### src/rtl/program_counter_stack.sv
// program_counter_stack: fetch-stage PC with a hardware return-address stack.
// Supports increment, absolute load, signed relative branch, call and return,
// plus a sticky fault flag for stack overflow and underflow.
// Ports:
//   i_Clock, i_Reset       rising-edge clock, synchronous active-high reset
//   i_Stall                hold PC and stack for this cycle
//   i_LoadEnable/Value     absolute jump; i_LoadValue is also the call target
//   i_OffsetEnable/Offset  signed relative branch
//   i_CallEnable           push PC+1 and jump to i_LoadValue
//   i_ReturnEnable         pop the top entry into the PC
//   o_CounterValue         current PC (instruction-memory address)
//   o_StackCount           number of valid return addresses
//   o_Fault                sticky overflow/underflow error, cleared by reset
module program_counter_stack #(
   parameter int                WIDTH        = 16,
   parameter int                OFFSET_WIDTH = 9,
   parameter int                STACK_DEPTH  = 8,
   parameter logic [WIDTH-1:0]  RESET_VALUE  = '0
) (
   input  logic                                 i_Clock,
   input  logic                                 i_Reset,
   input  logic                                 i_Stall,
   input  logic                                 i_LoadEnable,
   input  logic [WIDTH-1:0]                     i_LoadValue,
   input  logic                                 i_OffsetEnable,
   input  logic signed [OFFSET_WIDTH-1:0]       i_Offset,
   input  logic                                 i_CallEnable,
   input  logic                                 i_ReturnEnable,
   output logic signed [WIDTH-1:0]              o_CounterValue,
   output logic [$clog2(STACK_DEPTH+1)-1:0]     o_StackCount,
   output logic                                 o_Fault
);

   localparam int CW = $clog2(STACK_DEPTH + 1);
   localparam int AW = (STACK_DEPTH > 1) ? $clog2(STACK_DEPTH) : 1;

   logic [WIDTH-1:0] r_pc;
   logic [CW-1:0]    r_count;
   logic             r_fault;
   logic [WIDTH-1:0] r_stack [0:STACK_DEPTH-1];

   logic [WIDTH-1:0] w_pc_inc;
   logic [WIDTH-1:0] w_off_ext;
   logic [CW-1:0]    w_count_dec;
   logic [AW-1:0]    w_wr_idx;
   logic [AW-1:0]    w_rd_idx;
   logic             w_active;
   logic             w_empty;
   logic             w_full;
   logic             w_push;

   assign w_pc_inc    = r_pc + WIDTH'(1);
   assign w_off_ext   = {{(WIDTH-OFFSET_WIDTH){i_Offset[OFFSET_WIDTH-1]}},
                         i_Offset};
   assign w_count_dec = r_count - CW'(1);
   // The count doubles as the push slot; the pop slot is one below it.
   assign w_wr_idx    = r_count[AW-1:0];
   assign w_rd_idx    = w_count_dec[AW-1:0];
   assign w_active    = !i_Reset && !r_fault && !i_Stall;
   assign w_empty     = (r_count == '0);
   assign w_full      = (r_count == CW'(STACK_DEPTH));
   // A call only pushes when no return outranks it and there is room.
   assign w_push      = w_active && !i_ReturnEnable &&
                        i_CallEnable && !w_full;

   // Storage is not reset; entries above the count are never read.
   always_ff @(posedge i_Clock) begin
      if (w_push) begin
         r_stack[w_wr_idx] <= w_pc_inc;
      end
   end

   always_ff @(posedge i_Clock) begin
      if (i_Reset) begin
         r_pc    <= RESET_VALUE;
         r_count <= '0;
         r_fault <= 1'b0;
      end else if (w_active) begin
         if (i_ReturnEnable) begin
            if (w_empty) begin
               r_fault <= 1'b1;
            end else begin
               r_pc    <= r_stack[w_rd_idx];
               r_count <= w_count_dec;
            end
         end else if (i_CallEnable) begin
            if (w_full) begin
               r_fault <= 1'b1;
            end else begin
               r_pc    <= i_LoadValue;
               r_count <= r_count + CW'(1);
            end
         end else if (i_LoadEnable) begin
            r_pc <= i_LoadValue;
         end else if (i_OffsetEnable) begin
            r_pc <= r_pc + w_off_ext;
         end else begin
            r_pc <= w_pc_inc;
         end
      end
   end

   assign o_CounterValue = r_pc;
   assign o_StackCount   = r_count;
   assign o_Fault        = r_fault;

endmodule
### config.mk
export PLATFORM = sky130hd
export DESIGN_NAME = program_counter_stack
export DESIGN_NICKNAME = d
export VERILOG_FILES = /design/src/rtl/program_counter_stack.sv
export SDC_FILE = /design/constraint.sdc
export NUM_CORES = 1
export LEC_CHECK = 0
export CAP_MARGIN = 20
export CELL_PAD_IN_SITES_DETAIL_PLACEMENT = 2
export CELL_PAD_IN_SITES_GLOBAL_PLACEMENT = 2
export CORE_ASPECT_RATIO = 2
export CORE_MARGIN = 8
export CORE_UTILIZATION = 38
export DETAILED_ROUTE_END_ITERATION = 8
export GPL_TIMING_DRIVEN = 0
export PLACE_DENSITY = 0.88
export SLEW_MARGIN = 5
export SYNTH_ARGS = -nofsm -noshare
export SYNTH_HDL_FRONTEND = slang
export SYNTH_SLANG_ARGS = --single-unit
### constraint.sdc
create_clock -name i_Clock -period 3.25 [get_ports i_Clock]
set_input_delay 0.325 -clock i_Clock [delete_from_list [all_inputs] [get_ports i_Clock]]
set_output_delay 0.325 -clock i_Clock [all_outputs]
set_load 0.005 [all_outputs]
; Word-level counts from Yosys, hierarchy flattened
; Memories as Yosys holds them, arrays and structs flattened.
; Cells that the tools add are included.
[op_classes]
add_sub_neg = 4
eq_ne = 5
muxes = 16
n_reduce_logical = 16
[ops]
columns = op, n
row1 = $mux 16, 6
row2 = $add 16x1->16 const B, 1
row3 = $add 16x16->16, 1
row4 = $mux 4, 4
row5 = $reduce_and 4->1, 2
row6 = $mux 1, 6
row7 = $logic_and 1x1->1, 5
row8 = $logic_not 1->1, 5
row9 = $add 4x1->4 const B, 1
row10 = $eq 4x4->1 const B, 1
row11 = $logic_not 4->1, 1
row12 = $ne 2x2->1 const B, 2
row13 = $reduce_bool 2->1, 2
row14 = $sub 4x1->4 const B, 1
row15 = $ne 3x3->1 const B, 1
row16 = $reduce_and 3->1, 1
row17 = $ne 2x1->1 const B, 1
[word_totals]
reg_bits = 21
ramBits = 128
input_bits = 32
word_cells = 45
memories = 1
[memory_table]
columns = name, depth, width, rd, rd_clocked_by_memory_dff, wr, line_no
row1 = r_stack, 8, 16, 1, 0, 1, 40  ; logic [WIDTH-1:0] r_stack [0:STACK_DEPTH-1];

; Longest topological paths before layout
[logic_depth]
depth_word = 8
ltp_mapped = 12

; Worst setup path before layout
; OpenSTA, ideal clock, no wires.
[synth_timing]
path_type = register to register
from = register r_count[0], in the netlist o_StackCount[0]
to = memory r_stack[1][0] (enable)
setup_time_ns = 0.409
arrival_time_ns = 2.692
required_time_ns = 2.841
setup_slack_ns = 0.149
stages_incl_launch_ff = 8
synth_period_minus_slack_ns = 3.101
cell_sequence = dfxtp_1 -> buf_2 -> buf_2 -> inv_1 -> ha_1 -> nand3b_1 -> nand4_1 -> nor3_1
[synth_between]
elab_chain_cells = 5
[synth_rtl]
columns = item, line_no
row1 = "start, declared", 38  ; logic [CW-1:0] r_count;
row2 = "start signal, assigned", 84  ; r_count <= w_count_dec;
row3 = "start signal, assigned", 91  ; r_count <= r_count + CW'(1);
row4 = $eq 4x4->1, 61  ; assign w_full = (r_count == CW'(STACK_DEPTH));
row5 = $logic_not 1->1, 64  ; i_CallEnable && !w_full;
row6 = $logic_and 1x1->1, 64
row7 = $mux 1, 68  ; if (w_push) begin
row8 = $mux 1 (not written as such), 69  ; r_stack[w_wr_idx] <= w_pc_inc;
row9 = "end, declared", 40
; Several ways; a longest one is shown, not always the timed one.

; Worst setup path in the final report
[layout_timing]
from = register r_count[0], in the netlist o_StackCount[0]
to = memory r_stack[5][1] (enable)
; Same word-level chain as after synthesis.

==> key figures <==
Power
  • Comb power frac: 16.1%
  • Sequential power share: 45.7%
  • Peak supply drop: 348.7 uV
  • P_int: 3.572 mW
  • Switching share of power: 26.07%
  • Pwr/cell area: 551.9 nW/um^2
  • Total Power: 4.832 mW
  • Pleak: 2.997 nW
  • Clock network power share: 38.2%
  • NetSw: 1.260 mW

Global route
  • Vias in the first global route: 5931
  • Gr usage total: 21.96%
  • Congestion Overflow GR: 0
  • First-pass GRT wire length: 37990 um
  • Initial antenna violation count: 0
  • Largest net degree at the start of global routing: 17

Timing
  • Hold Worst Slack: 440.1 ps
  • Final WS setup: 207.9 ps
  • RSZ-0062 raised after global routing: no
  • Slew of the pin with the lowest slew margin: 938.2 ps
  • Crit path time final: 3042 ps
  • Max-slew headroom: 37.01%
  • Setup-failing EPs final: 0
  • Final slew viol count: 0
  • Hold Vio Cnt, Final: 0
  • Clock skew: 11.57 ps
  • Achievable frequency: 0.3287 GHz
  • Tcrit/Tclk final: 93.60%

Critical path
  • Crit path largest cell delay: 560 ps
  • Worst-path maximum fanout: 12
  • Worst R2R Setup Slack: 210 ps
  • Crit end category: register
  • WP data required: 3380 ps
  • Reg2reg end: r_stack[5][1]
  • CP cell instances: buf_2, buf_6, inv_1, ha_1, nand3b_1, nand4_1, nor2_2, buf_16
  • Critical path class: reg -> reg
  • Reg2Reg Depth: 8
  • RR Startpoint: o_StackCount[0]
  • Startpoint types: register
  • Critical path's slowest cell: nor2_2
  • CP arrival: 3170 ps

Place
  • Place WS: -565.3 ps
  • Gpl congestion: 0.7926
  • # port buffers: 50
  • Detailed placer's ending HPWL: 18680 um
  • Area of placed instances: 8112 um^2

Floorplanning
  • Die X: 113.1 um
  • CORE AREA: 18660 um^2
  • Initial Utilization: 38.40%
  • Die Area: 23770 um^2
  • Die Height: 210.2 um
  • # rows: 71
  • Num ports: 53

Final layout
  • Nets: 663
  • FF/Latch Area: 4264 um^2
  • Multi-input gate area: 2826 um^2
  • FILL cells: 1758
  • P&R area growth vs syn: 22.21%
  • Antenna diodes: 0
  • Layout cells sized above 1: 16.21%
  • Finished Cell Area: 8756 um^2

Route
  • Vias: 5170
  • Vias per cell: 6.140
  • DRC Markers: 0
  • Post-DRT Antenna Nets: 0
  • DR WL/cell: 29.92 um
  • DRT Pass-1 Iters: 4
  • Starting DRT DRC Count: 268
  • Detailed-route wire length: 25190 um

CTS
  • Clk buf depth: 2
  • CTS Hold Bufs: 0
  • CTS sink count: 149
  • Worst skew pair latency: 430 ps
  • Clk slew on worst S/H paths: 60 ps
  • TritonCTS Buffers: 17
  • Htree depth: 4
  • Root buf cell: clkbuf_16
  • CTS tree: built

Hold path
  • Worst Hold Depth: 4
  • Hold endpoint: o_CounterValue[6]
  • Min-delay worst type: in -> reg
  • Hold path start: i_ReturnEnable

Synth
  • Syn_nets: 580
  • Average size of a mapped cell: 13.54 um^2
  • Asr flop ratio synth: 0%
  • Post-synth cell types: 58
  • Post-synth top area cell: edfxtp_1
  • Commonest cells in the netlist: edfxtp_1 (128), nand2_1 (55), a21oi_1 (32), mux4_2 (32), nor2_1 (28)
  • Synth Flop Type: edfxtp_1
  • Mapped Cells: 529
  • Top cells by area, synth: edfxtp_1 (54%), mux4_2 (10%), dfxtp_1 (5.9%)
  • Number of synthesized flops with an enable pin: 128
  • Share of the synthesized area in the top cell type: 53.65%
  • FF+latch count, synth: 149
  • Yosys warns: 0
  • Top-count cell post-synth: edfxtp_1
  • Sequential share of the synthesized area: 59.52%
  • Synthesized area: 7164 um^2

Run
  • Max cap viols: 0

Run status
  • Outcome: finished, final reports clean
-- critical path: cells and delay by family (launching register included) --
family | cells | cell delay (ps)
simple gates | 3 | 1180
flops | 1 | 350
fa+ha+maj | 1 | 350
buf+inv | 4 | 850
-- power groups by stage --
| stage | sequential, mW | clock [mW] | combinational (mW) |
|---|---|---|---|
| after floorplan | 2.22 | 0 | 0.444 |
| after detailed placement | 2.24 | 0 | 0.750 |
| after CTS | 2.20 | 1.88 | 0.769 |
| after global routing | 2.21 | 1.93 | 0.831 |
| final | 2.21 | 1.85 | 0.778 |
| after global placement | 2.24 | 0 | 0.684 |
-- stage by stage --
stage               instances  utilization [%]  setup TNS [ps]
floorplan                 529                -               0
global placement          798            42.56          -82650
detailed placement        807            43.48           -9521
CTS                       838            46.66               0
global route              842            46.93               0
finish                    842            46.93               0
-- routing by layer --
metal / part of all wire [%] / track usage, %
met1: 34 / 21.01
met2: 56 / 40.92
met3: 3.5 / 3.439
met4: 6.5 / 16.51
met5: 0 / 0
-- logic make-up after synthesis --
family,Yosys count,share of synthesized area [%]
DFF,149,59.52
and+or+nand+nor,144,9.675
AOI/OAI and AO/OA,117,11.21
muxes,37,10.78
buffers and inverters,35,1.973
xor gates and xnor gates,28,3.423
adders and majority gates,19,3.423
-- cell usage in the layout, fill, tap and decap left out, types with 4 or more instances in the layout --
cell	Yosys	routed
o211ai_1	6	6
o21ai_0	20	20
clkdlybuf4s50_1	0	50
inv_1	8	8
nand2_1	55	54
a21o_1	8	8
edfxtp_1	128	128
a31oi_1	5	5
nand3_1	16	16
a221oi_1	5	5
xor2_1	13	12
mux2i_1	4	4
and4_1	4	4
mux4_2	32	32
a211oi_1	9	9
dfxtp_1	21	21
buf_4	0	8
nand4_1	8	8
nor3_1	8	6
clkinv_2	0	4
clkbuf_16	0	17
clkbuf_1	18	20
nor2_1	28	22
nor2_2	0	5
ha_1	18	18
and2_1	4	4
xnor2_1	15	14
a21oi_1	32	32
buf_2	8	7
or3_1	4	4
-- repair_timing --
action	in CTS	in global routing
resized for setup	14	3
buffers inserted	1	5
pin swaps	1	3
endpoints found under the setup margin	42	59
-- worst max-delay path by stage --
stage,slack [ps],endpoint,startpoint,cells after the start
after global placement,-1310,r_stack[1][4],o_StackCount[0],7
after CTS,8,o_CounterValue[15],o_StackCount[0],10
final,210,r_stack[5][1],o_StackCount[0],8
after detailed placement,-570,o_CounterValue[1],o_StackCount[0],12
after floorplan,150,r_stack[1][0],o_StackCount[0],7
after global routing,10,r_stack[5][2],o_StackCount[0],8
-- state kept, by name, indices dropped and copies added (netlist names) --
signal / flops
o_StackCount: 4
o_Fault: 1
r_stack: 128
o_CounterValue: 16
-- layout make-up --
class                      instances  share of cell area, %
clock inverter                     6                 0.9145
inverter                           8                 0.3430
buffer                            26                  1.415
tap                              219                  3.129
multi-input combinational        345                  32.28
sequential                       149                  48.70
clock buffer                      24                  5.159
timing repair buffer              65                  8.059
(Power assumes the default switching activity.)
